===== src/rtl/control_sequencer.sv =====
// control_sequencer
//   Moore-style control unit for a simple single-bus datapath. It steps
//   through fetch (T0..T2), decodes IR[31:27] from T3 onward, runs the
//   instruction's micro-steps, and returns to T0. The halt opcode parks the
//   machine in Halt until Clear is pulsed low.
// Ports
//   Clock      system clock, rising edge
//   Clear      asynchronous active-low reset to Reset_state
//   IR[31:0]   instruction register contents (opcode = IR[31:27])
//   CON        branch-condition flag, used only in T6 of br
//   PCout..Cout, MARin..CONin, Read, RAM_write, IncPC, Gra/Grb/Grc,
//   Rin, Rout  one-bit active-high datapath controls
//   ALU_op     ALU select (ADD/SUB/AND/OR), 0000 whenever Zin is low
//   Run        high while executing T0..T7
module control_sequencer (
    input  logic        Clock,
    input  logic        Clear,
    input  logic [31:0] IR,
    input  logic        CON,
    output logic        PCout,
    output logic        MDRout,
    output logic        Zlowout,
    output logic        Zhiout,
    output logic        MARin,
    output logic        MDRin,
    output logic        IRin,
    output logic        PCin,
    output logic        Yin,
    output logic        Zin,
    output logic        CONin,
    output logic        Read,
    output logic        RAM_write,
    output logic        IncPC,
    output logic        Gra,
    output logic        Grb,
    output logic        Grc,
    output logic        Rin,
    output logic        Rout,
    output logic        BAout,
    output logic        Cout,
    output logic [3:0]  ALU_op,
    output logic        Run
);

    typedef enum logic [3:0] {
        Reset_state = 4'd0,
        T0 = 4'd1, T1 = 4'd2, T2 = 4'd3, T3 = 4'd4,
        T4 = 4'd5, T5 = 4'd6, T6 = 4'd7, T7 = 4'd8,
        Halt = 4'd9
    } state_t;

    localparam logic [4:0] OP_LD   = 5'b00000;
    localparam logic [4:0] OP_LDI  = 5'b00001;
    localparam logic [4:0] OP_ST   = 5'b00010;
    localparam logic [4:0] OP_ADD  = 5'b00011;
    localparam logic [4:0] OP_SUB  = 5'b00100;
    localparam logic [4:0] OP_AND  = 5'b00101;
    localparam logic [4:0] OP_OR   = 5'b00110;
    localparam logic [4:0] OP_ADDI = 5'b01100;
    localparam logic [4:0] OP_BR   = 5'b10010;
    localparam logic [4:0] OP_HALT = 5'b11011;

    localparam logic [3:0] ALU_ADD = 4'b0000;
    localparam logic [3:0] ALU_SUB = 4'b0001;
    localparam logic [3:0] ALU_AND = 4'b0010;
    localparam logic [3:0] ALU_OR  = 4'b0011;

    state_t     state_r;
    state_t     state_next_s;
    logic [4:0] opcode_s;
    logic       unused_ir_s;

    assign opcode_s    = IR[31:27];
    // Operand fields are consumed by the datapath, not by the sequencer.
    assign unused_ir_s = ^IR[26:0];

    // State register; Clear low drops straight to Reset_state.
    always_ff @(posedge Clock or negedge Clear) begin
        if (!Clear) begin
            state_r <= Reset_state;
        end else begin
            state_r <= state_next_s;
        end
    end

    // Next-state selection.
    always_comb begin
        state_next_s = state_r;
        case (state_r)
            Reset_state: state_next_s = T0;
            T0:          state_next_s = T1;
            T1:          state_next_s = T2;
            T2:          state_next_s = T3;
            T3: begin
                case (opcode_s)
                    OP_LD, OP_LDI, OP_ST, OP_ADD, OP_SUB,
                    OP_AND, OP_OR, OP_ADDI, OP_BR: state_next_s = T4;
                    OP_HALT:                       state_next_s = Halt;
                    default:                       state_next_s = T0;
                endcase
            end
            T4:          state_next_s = T5;
            T5: begin
                case (opcode_s)
                    OP_LD, OP_ST, OP_BR: state_next_s = T6;
                    default:             state_next_s = T0;
                endcase
            end
            T6: begin
                if (opcode_s == OP_BR) begin
                    state_next_s = T0;
                end else begin
                    state_next_s = T7;
                end
            end
            T7:          state_next_s = T0;
            Halt:        state_next_s = Halt;
            default:     state_next_s = Reset_state;
        endcase
    end

    // Control outputs decoded from the present state (and opcode / CON).
    always_comb begin
        PCout = 1'b0; MDRout = 1'b0; Zlowout = 1'b0; Zhiout = 1'b0;
        MARin = 1'b0; MDRin = 1'b0; IRin = 1'b0; PCin = 1'b0;
        Yin = 1'b0; Zin = 1'b0; CONin = 1'b0; Read = 1'b0;
        RAM_write = 1'b0; IncPC = 1'b0; Gra = 1'b0; Grb = 1'b0;
        Grc = 1'b0; Rin = 1'b0; Rout = 1'b0; BAout = 1'b0; Cout = 1'b0;
        ALU_op = ALU_ADD;
        Run = 1'b0;
        case (state_r)
            T0: begin Run = 1'b1; PCout = 1'b1; MARin = 1'b1; end
            T1: begin Run = 1'b1; Read = 1'b1; MDRin = 1'b1; end
            T2: begin
                Run = 1'b1; MDRout = 1'b1; IRin = 1'b1; IncPC = 1'b1; PCin = 1'b1;
            end
            T3: begin
                Run = 1'b1;
                case (opcode_s)
                    // Loads/stores add the offset to R[rb], with R0 reading as zero.
                    OP_LD, OP_LDI, OP_ST: begin Grb = 1'b1; BAout = 1'b1; Yin = 1'b1; end
                    OP_ADD, OP_SUB, OP_AND, OP_OR, OP_ADDI: begin
                        Grb = 1'b1; Rout = 1'b1; Yin = 1'b1;
                    end
                    OP_BR:   begin Gra = 1'b1; Rout = 1'b1; CONin = 1'b1; end
                    default: begin end
                endcase
            end
            T4: begin
                Run = 1'b1;
                case (opcode_s)
                    OP_LD, OP_LDI, OP_ST, OP_ADDI: begin Cout = 1'b1; Zin = 1'b1; end
                    OP_ADD: begin Grc = 1'b1; Rout = 1'b1; Zin = 1'b1; ALU_op = ALU_ADD; end
                    OP_SUB: begin Grc = 1'b1; Rout = 1'b1; Zin = 1'b1; ALU_op = ALU_SUB; end
                    OP_AND: begin Grc = 1'b1; Rout = 1'b1; Zin = 1'b1; ALU_op = ALU_AND; end
                    OP_OR:  begin Grc = 1'b1; Rout = 1'b1; Zin = 1'b1; ALU_op = ALU_OR;  end
                    OP_BR:  begin PCout = 1'b1; Yin = 1'b1; end
                    default: begin end
                endcase
            end
            T5: begin
                Run = 1'b1;
                case (opcode_s)
                    OP_LD, OP_ST: begin Zlowout = 1'b1; MARin = 1'b1; end
                    OP_LDI, OP_ADD, OP_SUB, OP_AND, OP_OR, OP_ADDI: begin
                        Zlowout = 1'b1; Gra = 1'b1; Rin = 1'b1;
                    end
                    OP_BR:   begin Cout = 1'b1; Zin = 1'b1; end
                    default: begin end
                endcase
            end
            T6: begin
                Run = 1'b1;
                case (opcode_s)
                    OP_LD: begin Read = 1'b1; MDRin = 1'b1; end
                    OP_ST: begin Gra = 1'b1; Rout = 1'b1; MDRin = 1'b1; end
                    OP_BR: begin
                        // Branch target is only taken when the condition held.
                        if (CON) begin
                            Zlowout = 1'b1; PCin = 1'b1;
                        end else begin
                            Zlowout = 1'b0; PCin = 1'b0;
                        end
                    end
                    default: begin end
                endcase
            end
            T7: begin
                Run = 1'b1;
                case (opcode_s)
                    OP_LD:   begin MDRout = 1'b1; Gra = 1'b1; Rin = 1'b1; end
                    OP_ST:   RAM_write = 1'b1;
                    default: begin end
                endcase
            end
            default: begin end
        endcase
    end

endmodule


===== config.mk =====
export PLATFORM = sky130hd
export DESIGN_NAME = control_sequencer
export DESIGN_NICKNAME = d
export VERILOG_FILES = /design/src/rtl/control_sequencer.sv
export SDC_FILE = /design/constraint.sdc
export NUM_CORES = 1
export LEC_CHECK = 0
export ABC_AREA = 1
export BUFFER_PORTS_ARGS = -buffer_cell sky130_fd_sc_hd__buf_4
export CAP_MARGIN = 25
export CORE_MARGIN = 5
export CORE_UTILIZATION = 38
export CTS_CLUSTER_DIAMETER = 100
export DETAILED_ROUTE_END_ITERATION = 6
export PLACE_DENSITY = 0.84
export SLEW_MARGIN = 5
export SYNTH_ARGS = -nofsm -noshare
export SYNTH_HDL_FRONTEND = slang
export SYNTH_SLANG_ARGS = --single-unit

===== constraint.sdc =====
create_clock -name Clock -period 1.6 [get_ports Clock]
set_input_delay 0.08 -clock Clock [delete_from_list [all_inputs] [get_ports Clock]]
set_output_delay 0.08 -clock Clock [all_outputs]
set_load 0.01 [all_outputs]

== Word level (Yosys, flattened, before mapping) ==
Memories as Yosys holds them, arrays and structs flattened.
Index checks and enable logic that the tools add are counted.

* Add/sub/neg operators: 0
* $mul: 0
* Div/mod/pow operators: 0
* $lt $le $gt $ge: 0
* Eq/ne operators: 17
* Shift-type cells: 0
* Mux-type cells: 37
* Bitwise logic cells: 0
* Reduce and logical (&&, ||, !) cells: 12

{| class="wikitable"
|+ Operators by type and width
! kind !! number
|-
| case mux 4 bit (9 select lines) || 1
|-
| case mux 1 bit (2 select lines) || 11
|-
| two-way mux 1 bit || 19
|-
| equality test 4 x 3 -> 1 bit (second input constant) || 4
|-
| OR reduction 8 bit || 2
|-
| equality test 5 x 3 -> 1 bit (second input constant) || 3
|-
| OR reduction 6 bit || 2
|-
| equality test 5 x 2 -> 1 bit (second input constant) || 2
|-
| equality test 4 x 2 -> 1 bit (second input constant) || 2
|-
| equality test 4 bit (second input constant) || 2
|-
| OR reduction 4 bit || 2
|-
| case mux 2 bit (3 select lines) || 1
|-
| OR reduction 3 bit || 2
|-
| equality test 5 x 1 -> 1 bit (second input constant) || 1
|-
| equality test 5 x 4 -> 1 bit (second input constant) || 1
|-
| equality test 5 bit (second input constant) || 1
|-
| logical NOT 5 bit || 1
|-
| equality test 4 x 1 -> 1 bit (second input constant) || 1
|-
| logical NOT 4 bit || 1
|-
| two-way mux 4 bit || 1
|-
| case mux 1 bit (4 select lines) || 1
|-
| OR reduction 2 bit || 2
|-
| two-way mux 3 bit || 1
|-
| case mux 1 bit (3 select lines) || 1
|-
| two-way mux 2 bit || 1
|}

* Flip-flop bits (word level): 4
* Latch bits: 0
* Bits in writable memories: 0
* Memory bits (read-only): 64
* Input bits: 35
* Output and inout bits: 26
* Word-level logic and storage cells: 68
* Memories: 1

{| class="wikitable"
|+ Memories
! memory !! words !! width !! rd ports !! clocked after Yosys merged registers in !! wr ports !! line !! RTL
|-
| (no name shown) || 32 || 2 || 1 || 0 || 0 || 95 || <nowiki>case (opcode_s)</nowiki>
|}

== Longest topological paths before layout ==
* Depth after elaboration: 4
* Depth in mapped cells: 7
* Depth with buffers taken out: 7

== Worst setup path after synthesis ==
Ideal clock, no wire load.

* Kind: register -> output
* From: register state_r[3]
* To: output port Rout
* Data arrival time: 1.115 ns
* Data required time: 1.520 ns
* Setup slack: 0.405 ns
* Cell stages (with the launch flop): 8
* Buffers on the path: 0
* Cell sequence: dfrtp_1 -> inv_2 -> nand2_2 -> inv_2 -> nand2_1 -> nor2_2 -> nor2_1 -> nand3_1

* Word-level cells in the longest chain between the ends: 2

{| class="wikitable"
|+ RTL lines
! what !! line !! RTL
|-
| start: declaration || 68 || <nowiki>state_t state_r;</nowiki>
|-
| start signal: assignment || 80 || <nowiki>state_r <= Reset_state;</nowiki>
|-
| start signal: assignment || 82 || <nowiki>state_r <= state_next_s;</nowiki>
|-
| equality test 4 x 3 -> 1 bit || 131 || <nowiki>case (state_r)</nowiki>
|-
| case mux 1 bit (3 select lines) (*) || 131 ||
|-
| end: declaration || 38 || <nowiki>output logic Rout,</nowiki>
|}

Every way passes the cells marked *; elsewhere a longest branch is shown, timed or not.

== Final worst setup path ==
* From: register state_r[3]
* To: output port MDRin

* Word-level cells in the longest chain between the ends: 2

{| class="wikitable"
|+ RTL lines
! what !! line !! RTL
|-
| equality test 4 x 3 -> 1 bit or equality test 4 x 2 -> 1 bit (tied branches) || 131 ||
|-
| case mux 1 bit (2 select lines) (*) || 131 ||
|-
| end: declaration || 25 || <nowiki>output logic MDRin,</nowiki>
|}

Marked as above.

==> flow_summary.ini <==
[routing]
route.vias.total = 851
drtIter0Drc = 33
ant_nets = 0
wirelength_um = 2030
firstDrtPassIters = 4
vias_per_cell = 5.19
drc_errors = 0
wl_per_cell_um = 12.4

[timing]
rsz0062_at_grt = true
clock_skew_ns = 0.00588
fin_ws_ns = 0.0304
finalHoldViolations = 0
fin_setup_tns_ns = 0
finalCriticalPeriod_ns = 1.57
worst_hold_slack_ns = 0.171
drv_slew = 0
fin_crit_sh_pct = 98.1
setup_viol = 0
fmax_mhz = 637

[clocking]
cts_sinks = 4
numCtsBuffers = 3
htree_levels = 1
cts_max_path_buffers = 2
insertion_delay_ns = 0.24
clk_pin_slew_ns = 0.04
cts_root_buffer = clkbuf_4
cts_tree = yes

[synthesis]
synth_top_area_share_pct = 18.4
synth_warnings = 0
ys_seq_area_share_pct = 15.8
synthCells = 115
ys_ff_latch = 4
ys_types = 20
synth_top_area_cell = nand2_1
syn_area_per_cell_um2 = 5.49
synth_area_leaders = nand2_1, dfrtp_1, nand3_1
netlist_area_um2 = 632

[critical_path]
r2r-end = state_r[2]$_DFF_PN0_
critical_path_required_ns = 1.52
path_class = reg2out
cp.arrival_ns = 1.49
r2r_slack_ns = 0.33
r2r_cells = 6
cp-end-kind = output pin
startpoint_type = register
worstSetupStartpoint = state_r[3]$_DFF_PN0_
path_max_fanout = 6
regToRegStartpoint = state_r[0]$_DFF_PN0_

[placement]
io_buffers = 30
post_dp_cell_area_um2 = 855
place_ws_ns = 0.222
post-place-cells = 159
dp_hpwl_um = 1680
gp_congestion = 0.922

[power]
p_seq_share_pct = 19.1
p_sw_w = 0.000570
switching_share_pct = 51.2
p_leak_nw = 0.550
p_clk_share_pct = 11.8
vdd_drop_max_v = 0.000748
powerDensity_mw_per_mm2 = 1210
p_int_w = 0.000542
comb_power_share_pct = 69.1

[worst_hold_path]
min_path_type = in2async

[global_route]
grt_pass1_vias = 759
grt-ovfl-total = 0
track_usage_pct = 15.1
antenna_found_initial = 0
grt_start_max_net_pins = 9
grt_first_pass_wirelength_um = 3130

[floorplan]
io_pins = 61
die_h_um = 50.8
initial_core_util_pct = 41.0
dieWidth_um = 50.8
num_rows = 14
die_area_mm2 = 0.00258
core_mm2 = 0.00154

[final_layout]
nets = 185
reg_top3 = state_r (4)
instances_no_fill = 164
fillCellCount = 146
regMostFlops = state_r
diodes = 0
largest_reg_flops = 4
area_growth_pct = 45.1
drive_above_1_share_pct = 36.5
fin_area_um2 = 917

[job]
max_cap_viol_count = 0

[outcome]
status = complete, no violations
cells in the final DEF, fill, tap and decap left out:
| master | Yosys | routed |
|---|---|---|
| nor2_4 | 2 | 3 |
| a21oi_1 | 2 | 2 |
| o21ai_0 | 3 | 1 |
| dfrtp_1 | 4 | 3 |
| o21ai_2 | 0 | 1 |
| o21ai_1 | 3 | 4 |
| nand3_2 | 2 | 3 |
| nand2_1 | 31 | 30 |
| nand2_2 | 2 | 3 |
| nor3_1 | 3 | 2 |
| dlygate4sd3_1 | 0 | 1 |
| conb_1 | 1 | 3 |
| nor3_4 | 1 | 1 |
| nor3_2 | 0 | 1 |
| nand3_1 | 17 | 16 |
| inv_1 | 16 | 14 |
| o31ai_1 | 1 | 1 |
| nand4_1 | 3 | 3 |
| inv_2 | 4 | 6 |
| clkbuf_4 | 0 | 3 |
| buf_4 | 4 | 31 |
| nor2_1 | 13 | 13 |
| dfrtp_2 | 0 | 1 |
| nor2_2 | 2 | 1 |
| o211ai_1 | 1 | 1 |
power by group through the flow:
| stage | clock [W] | combinational, W | sequential [W] |
|---|---|---|---|
| final | 0.000131 | 0.000769 | 0.000213 |
| after global routing | 0.000135 | 0.000840 | 0.000220 |
| after CTS | 0.000131 | 0.000747 | 0.000206 |
| after detailed placement | 0 | 0.000737 | 0.000207 |
| after global placement | 0 | 0.000718 | 0.000203 |
| after floorplan | 0 | 0.000451 | 0.000198 |
Yosys cell counts:
cell type,n
dfrtp_1,4
nor3_4,1
nand3_1,17
nor3_1,3
conb_1,1
nor2_4,2
nand4_1,3
nand2_2,2
o21ai_1,3
buf_4,4
a21oi_1,2
nor2_2,2
o21ai_0,3
inv_1,16
nand3_2,2
nor2_1,13
o211ai_1,1
o31ai_1,1
nand2_1,31
inv_2,4
cell families after synthesis:
| group | after synthesis | share of synthesized area [%] |
|---|---|---|
| AO/OA/AOI/OAI | 10 | 8.71 |
| buffers and inverters | 24 | 16.6 |
| flip-flops | 4 | 15.8 |
| other | 1 | 0.593 |
| AND/OR/NAND/NOR | 76 | 58.2 |
metrics by stage:
step	total power, W	util, %
finish	0.00111	59.5
floorplan	0.000649	-
detailed placement	0.000944	55.4
global route	0.00119	59.5
global placement	0.000921	55.4
CTS	0.00108	57.7
layout make-up:
class                           instances  area (µm²)  area share (%)
Multi-Input combinational cell         89         455            49.7
Sequential cell                         4         101            11.1
Tap cell                               16        20.0            2.18
Timing Repair Buffer                   32         243            26.5
Clock buffer                            3        22.5            2.46
Inverter                               20        75.1            8.19
worst max-delay path by stage:
stage | endpoint | slack, ns
5_1_grt | ALU_op[1] | -0.03
3_5_place_dp | Yin | 0.22
3_3_place_gp | Yin | 0.22
6_report | MDRin | 0.03
4_1_cts | Yin | 0.01
2_1_floorplan | Rout | 0.41
critical path, cell delays in order, from the launching register on:
cell	delay, ns
dfrtp_1	0.40
inv_2	0.11
nand2_2	0.08
inv_2	0.10
nand2_1	0.11
o31ai_1	0.26
buf_4	0.18
metal layers:
| layer | global-route usage (%) | up-vias | share of wire, % |
|---|---|---|---|
| met5 | 0 | - | 0 |
| met4 | 8.51 | 0 | 1.8 |
| met3 | 2.37 | 5 | 9.3 |
| met2 | 26.4 | 50 | 49 |
| met1 | 16.9 | 369 | 40 |
| li1 | - | 427 | - |
timing repair:
action | CTS | global route
setup endpoints to repair | 3 | 10
setup buffers | 0 | 1
hold buffers | 1 | 0
pin swaps | 0 | 1
hold endpoints to repair | 4 | 0
gates resized for setup | 1 | 9
Power figures use the tool's default switching activity.
